### src/rtl/spike_rate_decoder_q8_8_pkg.sv
// Shared Q8.8 types and constants for the SNN spike encode/decode path.
package snn_q8_8_pkg;

  typedef logic signed [15:0] q8_8_t;

  localparam int    Q_FRAC = 8;
  // 1.0 in Q8.8: the rate of a neuron that fires every cycle.
  localparam q8_8_t Q_ONE  = 16'sh0100;

  typedef enum logic {
    ST_IDLE  = 1'b0,
    ST_ACCUM = 1'b1
  } dec_state_e;

endpackage

### src/rtl/spike_rate_decoder_q8_8_if.sv
// Spike-in / window-result-out bundle for the rate decoder.
interface spike_rate_decoder_q8_8_if
  import snn_q8_8_pkg::*;
#(
  parameter int WINDOW_LOG2 = 6,
  parameter int ISI_W       = 16
);
  logic                   en;
  logic                   clear;
  logic                   spike;
  logic                   out_ready;
  logic                   out_valid;
  q8_8_t                  rate_out;
  logic [WINDOW_LOG2:0]   count_out;
  logic [ISI_W-1:0]       min_isi_out;
  logic                   overrun;

  modport master (
    output en, clear, spike, out_ready,
    input  out_valid, rate_out, count_out, min_isi_out, overrun
  );

  modport slave (
    input  en, clear, spike, out_ready,
    output out_valid, rate_out, count_out, min_isi_out, overrun
  );
endinterface

### src/rtl/spike_rate_decoder_q8_8_isi_tracker.sv
// Inter-spike interval tracker: saturating ISI counter and per-window minimum.
module isi_tracker
  import snn_q8_8_pkg::*;
#(
  parameter int ISI_W = 16
) (
  input  logic             clk,
  input  logic             rst,
  input  logic             i_step,     // enabled, non-clear cycle
  input  logic             i_spike,
  input  logic             i_clear,
  input  logic             i_restart,  // window completes this cycle
  output logic [ISI_W-1:0] o_min_next  // minimum including this cycle's spike
);

  localparam logic [ISI_W-1:0] ISI_MAX = '1;

  logic [ISI_W-1:0] r_isi;
  logic [ISI_W-1:0] r_min;
  logic             r_seen;
  logic [ISI_W-1:0] w_inc;
  logic             w_hit;

  // The incremented count doubles as the candidate interval on a spike.
  assign w_inc      = (r_isi == ISI_MAX) ? ISI_MAX : r_isi + 1'b1;
  assign w_hit      = i_step & i_spike & r_seen;
  assign o_min_next = (w_hit && (w_inc < r_min)) ? w_inc : r_min;

  always_ff @(posedge clk or posedge rst) begin
    if (rst) begin
      r_isi  <= '0;
      r_seen <= 1'b0;
      r_min  <= ISI_MAX;
    end else if (i_clear) begin
      r_isi  <= '0;
      r_seen <= 1'b0;
      r_min  <= ISI_MAX;
    end else if (i_step) begin
      if (i_spike) begin
        r_isi  <= '0;
        r_seen <= 1'b1;
      end else begin
        r_isi  <= w_inc;
      end
      r_min <= i_restart ? ISI_MAX : o_min_next;
    end
  end

endmodule

### src/rtl/spike_rate_decoder_q8_8.sv
// Converts a LIF spike stream back to a Q8.8 rate per power-of-two window,
// with min-ISI and a valid/ready result register.
module spike_rate_decoder_q8_8
  import snn_q8_8_pkg::*;
#(
  parameter int WINDOW_LOG2 = 6,
  parameter int ISI_W       = 16
) (
  input  logic                     clk,
  input  logic                     rst,
  spike_rate_decoder_q8_8_if.slave bus
);

  localparam int                   CNT_W    = WINDOW_LOG2 + 1;
  localparam logic [WINDOW_LOG2-1:0] WIN_LAST = '1;
  localparam logic [CNT_W-1:0]     CNT_FULL = {1'b1, {WINDOW_LOG2{1'b0}}};

  dec_state_e              r_state;
  dec_state_e              w_state_nxt;
  logic                    w_step;

  logic [WINDOW_LOG2-1:0]  r_win;
  logic [CNT_W-1:0]        r_spk;
  logic [CNT_W-1:0]        w_final;
  logic                    w_done;
  logic                    w_free;
  logic [15:0]             w_rate;
  logic [ISI_W-1:0]        w_min_next;

  logic                    r_valid;
  q8_8_t                   r_rate;
  logic [CNT_W-1:0]        r_count;
  logic [ISI_W-1:0]        r_min_isi;
  logic                    r_overrun;

  always_ff @(posedge clk or posedge rst) begin
    if (rst) r_state <= ST_IDLE;
    else     r_state <= w_state_nxt;
  end

  always_comb begin
    w_state_nxt = r_state;
    if (bus.clear) begin
      w_state_nxt = ST_IDLE;
    end else begin
      unique case (r_state)
        ST_IDLE:  if (bus.en)  w_state_nxt = ST_ACCUM;
        ST_ACCUM: if (!bus.en) w_state_nxt = ST_IDLE;
        default:               w_state_nxt = ST_IDLE;
      endcase
    end
  end

  // The first enabled cycle out of IDLE is already a counted window cycle.
  always_comb begin
    w_step = 1'b0;
    unique case (r_state)
      ST_IDLE:  w_step = bus.en & ~bus.clear;
      ST_ACCUM: w_step = bus.en & ~bus.clear;
      default:  w_step = 1'b0;
    endcase
  end

  assign w_done  = w_step & (r_win == WIN_LAST);
  assign w_final = r_spk + {{WINDOW_LOG2{1'b0}}, bus.spike};
  assign w_free  = ~r_valid | bus.out_ready;
  assign w_rate  = (w_final == CNT_FULL) ? Q_ONE
                 : ({{(16-CNT_W){1'b0}}, w_final} << (Q_FRAC - WINDOW_LOG2));

  always_ff @(posedge clk or posedge rst) begin
    if (rst) begin
      r_win <= '0;
      r_spk <= '0;
    end else if (bus.clear) begin
      r_win <= '0;
      r_spk <= '0;
    end else if (w_step) begin
      r_win <= r_win + 1'b1;
      r_spk <= w_done ? '0 : w_final;
    end
  end

  isi_tracker #(.ISI_W(ISI_W)) u_isi (
    .clk        (clk),
    .rst        (rst),
    .i_step     (w_step),
    .i_spike    (bus.spike),
    .i_clear    (bus.clear),
    .i_restart  (w_done),
    .o_min_next (w_min_next)
  );

  // A completed window is only published into a free slot; otherwise dropped.
  always_ff @(posedge clk or posedge rst) begin
    if (rst) begin
      r_valid   <= 1'b0;
      r_rate    <= '0;
      r_count   <= '0;
      r_min_isi <= '0;
      r_overrun <= 1'b0;
    end else begin
      if (w_done && w_free) begin
        r_valid   <= 1'b1;
        r_rate    <= w_rate;
        r_count   <= w_final;
        r_min_isi <= w_min_next;
      end else if (r_valid && bus.out_ready) begin
        r_valid   <= 1'b0;
      end
      if (bus.clear)              r_overrun <= 1'b0;
      else if (w_done && !w_free) r_overrun <= 1'b1;
    end
  end

  assign bus.out_valid   = r_valid;
  assign bus.rate_out    = r_rate;
  assign bus.count_out   = r_count;
  assign bus.min_isi_out = r_min_isi;
  assign bus.overrun     = r_overrun;

endmodule

### src/flat_wrapper.sv
// flat-port wrapper written by rule: the top's interface ports become plain ports
module spike_rate_decoder_q8_8_flat import snn_q8_8_pkg::*;
#(
  parameter int WINDOW_LOG2 = 6,
  parameter int ISI_W       = 16
)
  (clk, rst, bus_en, bus_clear, bus_spike, bus_out_ready, bus_out_valid, bus_rate_out, bus_count_out, bus_min_isi_out, bus_overrun);
  spike_rate_decoder_q8_8_if #(.WINDOW_LOG2(WINDOW_LOG2), .ISI_W(ISI_W)) bus_i ();
  input  logic clk;
  input  logic rst;
  input wire logic [$bits(bus_i.en)-1:0] bus_en;
  input wire logic [$bits(bus_i.clear)-1:0] bus_clear;
  input wire logic [$bits(bus_i.spike)-1:0] bus_spike;
  input wire logic [$bits(bus_i.out_ready)-1:0] bus_out_ready;
  output wire logic [$bits(bus_i.out_valid)-1:0] bus_out_valid;
  output wire logic [$bits(bus_i.rate_out)-1:0] bus_rate_out;
  output wire logic [$bits(bus_i.count_out)-1:0] bus_count_out;
  output wire logic [$bits(bus_i.min_isi_out)-1:0] bus_min_isi_out;
  output wire logic [$bits(bus_i.overrun)-1:0] bus_overrun;
  assign bus_i.en = bus_en;
  assign bus_i.clear = bus_clear;
  assign bus_i.spike = bus_spike;
  assign bus_i.out_ready = bus_out_ready;
  assign bus_out_valid = bus_i.out_valid;
  assign bus_rate_out = bus_i.rate_out;
  assign bus_count_out = bus_i.count_out;
  assign bus_min_isi_out = bus_i.min_isi_out;
  assign bus_overrun = bus_i.overrun;
  spike_rate_decoder_q8_8 #(.WINDOW_LOG2(WINDOW_LOG2), .ISI_W(ISI_W)) u_core (.clk(clk), .rst(rst), .bus(bus_i));
endmodule
### config.mk
export PLATFORM = sky130hd
export DESIGN_NAME = spike_rate_decoder_q8_8_flat
export DESIGN_NICKNAME = d
export VERILOG_FILES = /design/src/rtl/spike_rate_decoder_q8_8_pkg.sv /design/src/rtl/spike_rate_decoder_q8_8_if.sv /design/src/rtl/spike_rate_decoder_q8_8_isi_tracker.sv /design/src/rtl/spike_rate_decoder_q8_8.sv /design/src/flat_wrapper.sv
export SDC_FILE = /design/constraint.sdc
export NUM_CORES = 1
export LEC_CHECK = 0
export ABC_AREA = 1
export CORE_MARGIN = 4
export CORE_UTILIZATION = 45
export DETAILED_ROUTE_END_ITERATION = 8
export PLACE_DENSITY = 0.71
export REMOVE_ABC_BUFFERS = 1
export SLEW_MARGIN = 15
export SYNTH_ARGS = -nofsm -noshare
export SYNTH_HDL_FRONTEND = slang
export SYNTH_SLANG_ARGS = --single-unit
### constraint.sdc
create_clock -name clk -period 3.5 [get_ports clk]
set_clock_uncertainty 0.2 [all_clocks]
set_input_delay 0.525 -clock clk [delete_from_list [all_inputs] [get_ports clk]]
set_output_delay 0.525 -clock clk [all_outputs]
set_load 0.01 [all_outputs]
==> flow_metrics.env <==
export IMPL_areaGrowthSynthToFinish_pct=20.4
export IMPL_synth_top_family_by_area="simple AND/OR/NAND/NOR gates"
export IMPL_drt_total_wl_um=9540
export IMPL_setup_slack_ns=0.289
export IMPL_cp_arrival_ns=3.26
export IMPL_routedWlPerCell_um=14.0
export IMPL_routed_via_count=3538
export IMPL_ys_flop_type="dfrtp_1"
export IMPL_final_layout_size_suffix_gt1_share_pct=16.0
export IMPL_setup_violations_final=0
export IMPL_grt_most_used_layer="met2"
export IMPL_ys_seq_area_share_pct=47.4
export IMPL_startpoint_type="register"
export IMPL_p_leak_nw=2.67
export IMPL_synth_edf_count=0
export IMPL_port_buffers=37
export IMPL_core_area_um2=8850
export IMPL_use_met3_pct=4.47
export IMPL_synth_fa_ha_area_share_pct=5.71
export IMPL_final_nets=594
export IMPL_tritoncts="done"
export IMPL_n_antenna_cell=0
export IMPL_vias_per_cell=5.19
export IMPL_start_util_pct=47.0
export IMPL_routabilityCongestion=0.912
export IMPL_critPathRequiredTime_ns=3.55
export IMPL_ys_ff_latch=78
export IMPL_synthMuxAreaShare_pct=0
export IMPL_antenna_left=0
export IMPL_syn_inst=516
export IMPL_grt_overflow=0
export IMPL_clk_latency_ns=0.35
export IMPL_drcViolationCount=0
export IMPL_crit_fanout=5
export IMPL_yosysWarnings=0
export IMPL_ir_drop_mv=0.200
export IMPL_final_max_slew_viol_count=0
export IMPL_yosys_area_share_simple_pct=29.2
export IMPL_die_w_um=104
export IMPL_fin_crit_ns=3.21
export IMPL_tns_ns=0
export IMPL_hold_violations=0
export IMPL_fin_cells=682
export IMPL_htreeDepth=3
export IMPL_fin_area_um2=5010
export IMPL_dr_first_iter_drc_count=175
export IMPL_die_area_um2=10800
export IMPL_synth_xor_area_share_pct=1.05
export IMPL_cts_buffers=9
export IMPL_place_ws_ns=0.119
export IMPL_post_place_cells=661
export IMPL_powerDensity_nw_per_um2=348
export IMPL_timing_fmax_mhz=311
export IMPL_status="finished clean"
export IMPL_fp_row_count=34
export IMPL_grt_max_degree=79
export IMPL_clkSlewWorstSetupHoldPaths_ns=0.09
export IMPL_drv_cap=0
export IMPL_hp_class="register to register"
export IMPL_dp_final_hpwl_um=6700
export IMPL_dr_pass1_iters=5
export IMPL_die_h_um=104
export IMPL_synth_compound_area_share_pct=6.44
export IMPL_endpoint_kind="register"
export IMPL_ys_async_sr_fraction_pct=100
export IMPL_boundaryPins=47
export IMPL_tightest_slew_ns=0.838
export IMPL_final_cell_mix="nand2_1 (131), inv_1 (71), nand3_1 (64)"
export IMPL_total_power_mw=1.74
export IMPL_yosysUniqueCellTypes=32
export IMPL_grt_use_met1_pct=21.5
export IMPL_place_area_um2=4690
export IMPL_cts_sinks=78
export IMPL_critical_path_class="register to register"
export IMPL_rsz0062_at_grt="no"
export IMPL_synth_area_per_cell_um2=8.06
export IMPL_grt_pass1_vias=3553
export IMPL_synth_area_um2=4160
export IMPL_relSlewSlack_pct=44.1
export IMPL_final_common_cell="nand2_1"
export IMPL_post_route_period_util_pct=91.8
export IMPL_root_buffer="clkbuf_8"
export IMPL_grt_pass1_wl_um=16300
export IMPL_track_usage_pct=18.1
export IMPL_antenna_found_initial=0
export IMPL_max_clock_path_buffers=2
export IMPL_grt_met2_usage_pct=31.7
## through the flow
| stage | hold WS, ns | util [%] |
|---|---|---|
| 2_1_floorplan | 0.267 | - |
| 3_3_place_gp | 0.258 | 53.0 |
| 3_5_place_dp | 0.263 | 53.0 |
| 4_1_cts | 0.281 | 55.3 |
| 5_1_grt | 0.306 | 56.6 |
| 6_report | 0.277 | 56.6 |
## timing repair
action                     in CTS  in global routing
gates resized for setup         0                 17
hold endpoints to repair        0                  0
setup endpoints to repair       0                 32
buffers inserted                0                  5
hold buffers                    0                  0
## registers in the layout, indices dropped and copies added (netlist names)
register                count
u_core.bus.count_out        7
u_core.bus.min_isi_out     16
u_core.bus.out_valid        1
u_core.bus.overrun          1
u_core.bus.rate_out         7
u_core.r_spk                7
u_core.r_win                6
u_core.u_isi.r_isi         16
u_core.u_isi.r_min         16
u_core.u_isi.r_seen         1
## worst max-delay path, cell delays in order, from the launching register on
cell and delay (ns):
dfrtp_1 0.38, inv_1 0.09, nor3_4 0.23, nand4_1 0.16, nor2_2 0.20, inv_2 0.06, nor2_2 0.13, buf_4 0.12
nand2_1 0.04, nand3_1 0.11, ha_1 0.25, a21oi_1 0.15, nand3b_1 0.15, a21oi_2 0.08, nor4_4 0.17, buf_4 0.20
buf_6 0.13, nand3_1 0.10, nand3_1 0.11, nand2_1 0.05
## area by class of cell
cell class / count / area, µm²
well taps: 108 / 135
multi-input cells: 347 / 1870
clock inverters: 6 / 70.1
inverters: 76 / 285
clock buffers: 10 / 138
flip-flops and latches: 78 / 1970
fillers: 803 / 3840
repair buffers: 57 / 537
## logic make-up after synthesis
group / after synthesis
AO/OA/AOI/OAI: 49
XOR/XNOR: 5
adder cells (fa/ha/maj): 19
buffers and inverters: 99
flip-flops: 78
other: 1
AND/OR/NAND/NOR: 265
## power by group
group	internal, mW	switching [mW]
clock	0.352	0.348
combinational	0.0331	0.0748
sequential	0.921	0.0114
## cell usage after synthesis (2+ instances only)
| cell | instances | area, µm² |
|---|---|---|
| nand2_1 | 131 | 492 |
| inv_1 | 73 | 274 |
| nand3_1 | 68 | 340 |
| dfrtp_1 | 62 | 1550 |
| nor2_1 | 21 | 78.8 |
| ha_1 | 19 | 238 |
| o21ai_0 | 17 | 85.1 |
| dfstp_2 | 16 | 420 |
| o22ai_1 | 16 | 100 |
| a21oi_1 | 15 | 75.1 |
| nand2_2 | 14 | 87.6 |
| buf_4 | 10 | 75.1 |
| nor3_1 | 10 | 50.1 |
| clkbuf_1 | 8 | 30.0 |
| nand4_1 | 6 | 37.5 |
| or2_2 | 5 | 31.3 |
| xor2_1 | 4 | 35.0 |
| buf_2 | 3 | 15.0 |
| and3_1 | 2 | 12.5 |
| inv_2 | 2 | 7.51 |
| nand2_4 | 2 | 22.5 |
| nor2_2 | 2 | 12.5 |
## worst paths after layout
path | depth (start not counted) | end | from | slack [ns]
min in group asynchronous | 3 | u_core.bus.min_isi_out[5]$_DFFE_PP0P_ | rst | 0.35
max | 19 | u_core.bus.min_isi_out[7]$_DFFE_PP0P_ | u_core.u_isi.r_isi[2]$_DFFE_PP0P_ | 0.29
min reg2reg | 2 | u_core.bus.count_out[2]$_DFFE_PP0P_ | u_core.bus.count_out[2]$_DFFE_PP0P_ | 0.28
max reg2reg | 19 | u_core.bus.min_isi_out[7]$_DFFE_PP0P_ | u_core.u_isi.r_isi[2]$_DFFE_PP0P_ | 0.29
min | 2 | u_core.bus.count_out[2]$_DFFE_PP0P_ | u_core.bus.count_out[2]$_DFFE_PP0P_ | 0.28
max in group asynchronous | 3 | u_core.u_isi.r_min[9]$_DFFE_PP1P_ | rst | 2.35
## layer usage
| layer | up-vias | share of wire, % |
|---|---|---|
| li1 | 1747 | - |
| met4 | 0 | 1.9 |
| met1 | 1668 | 42 |
| met3 | 20 | 5.1 |
| met2 | 103 | 51 |
| met5 | - | 0 |
Power figures use the tool's default switching activity.
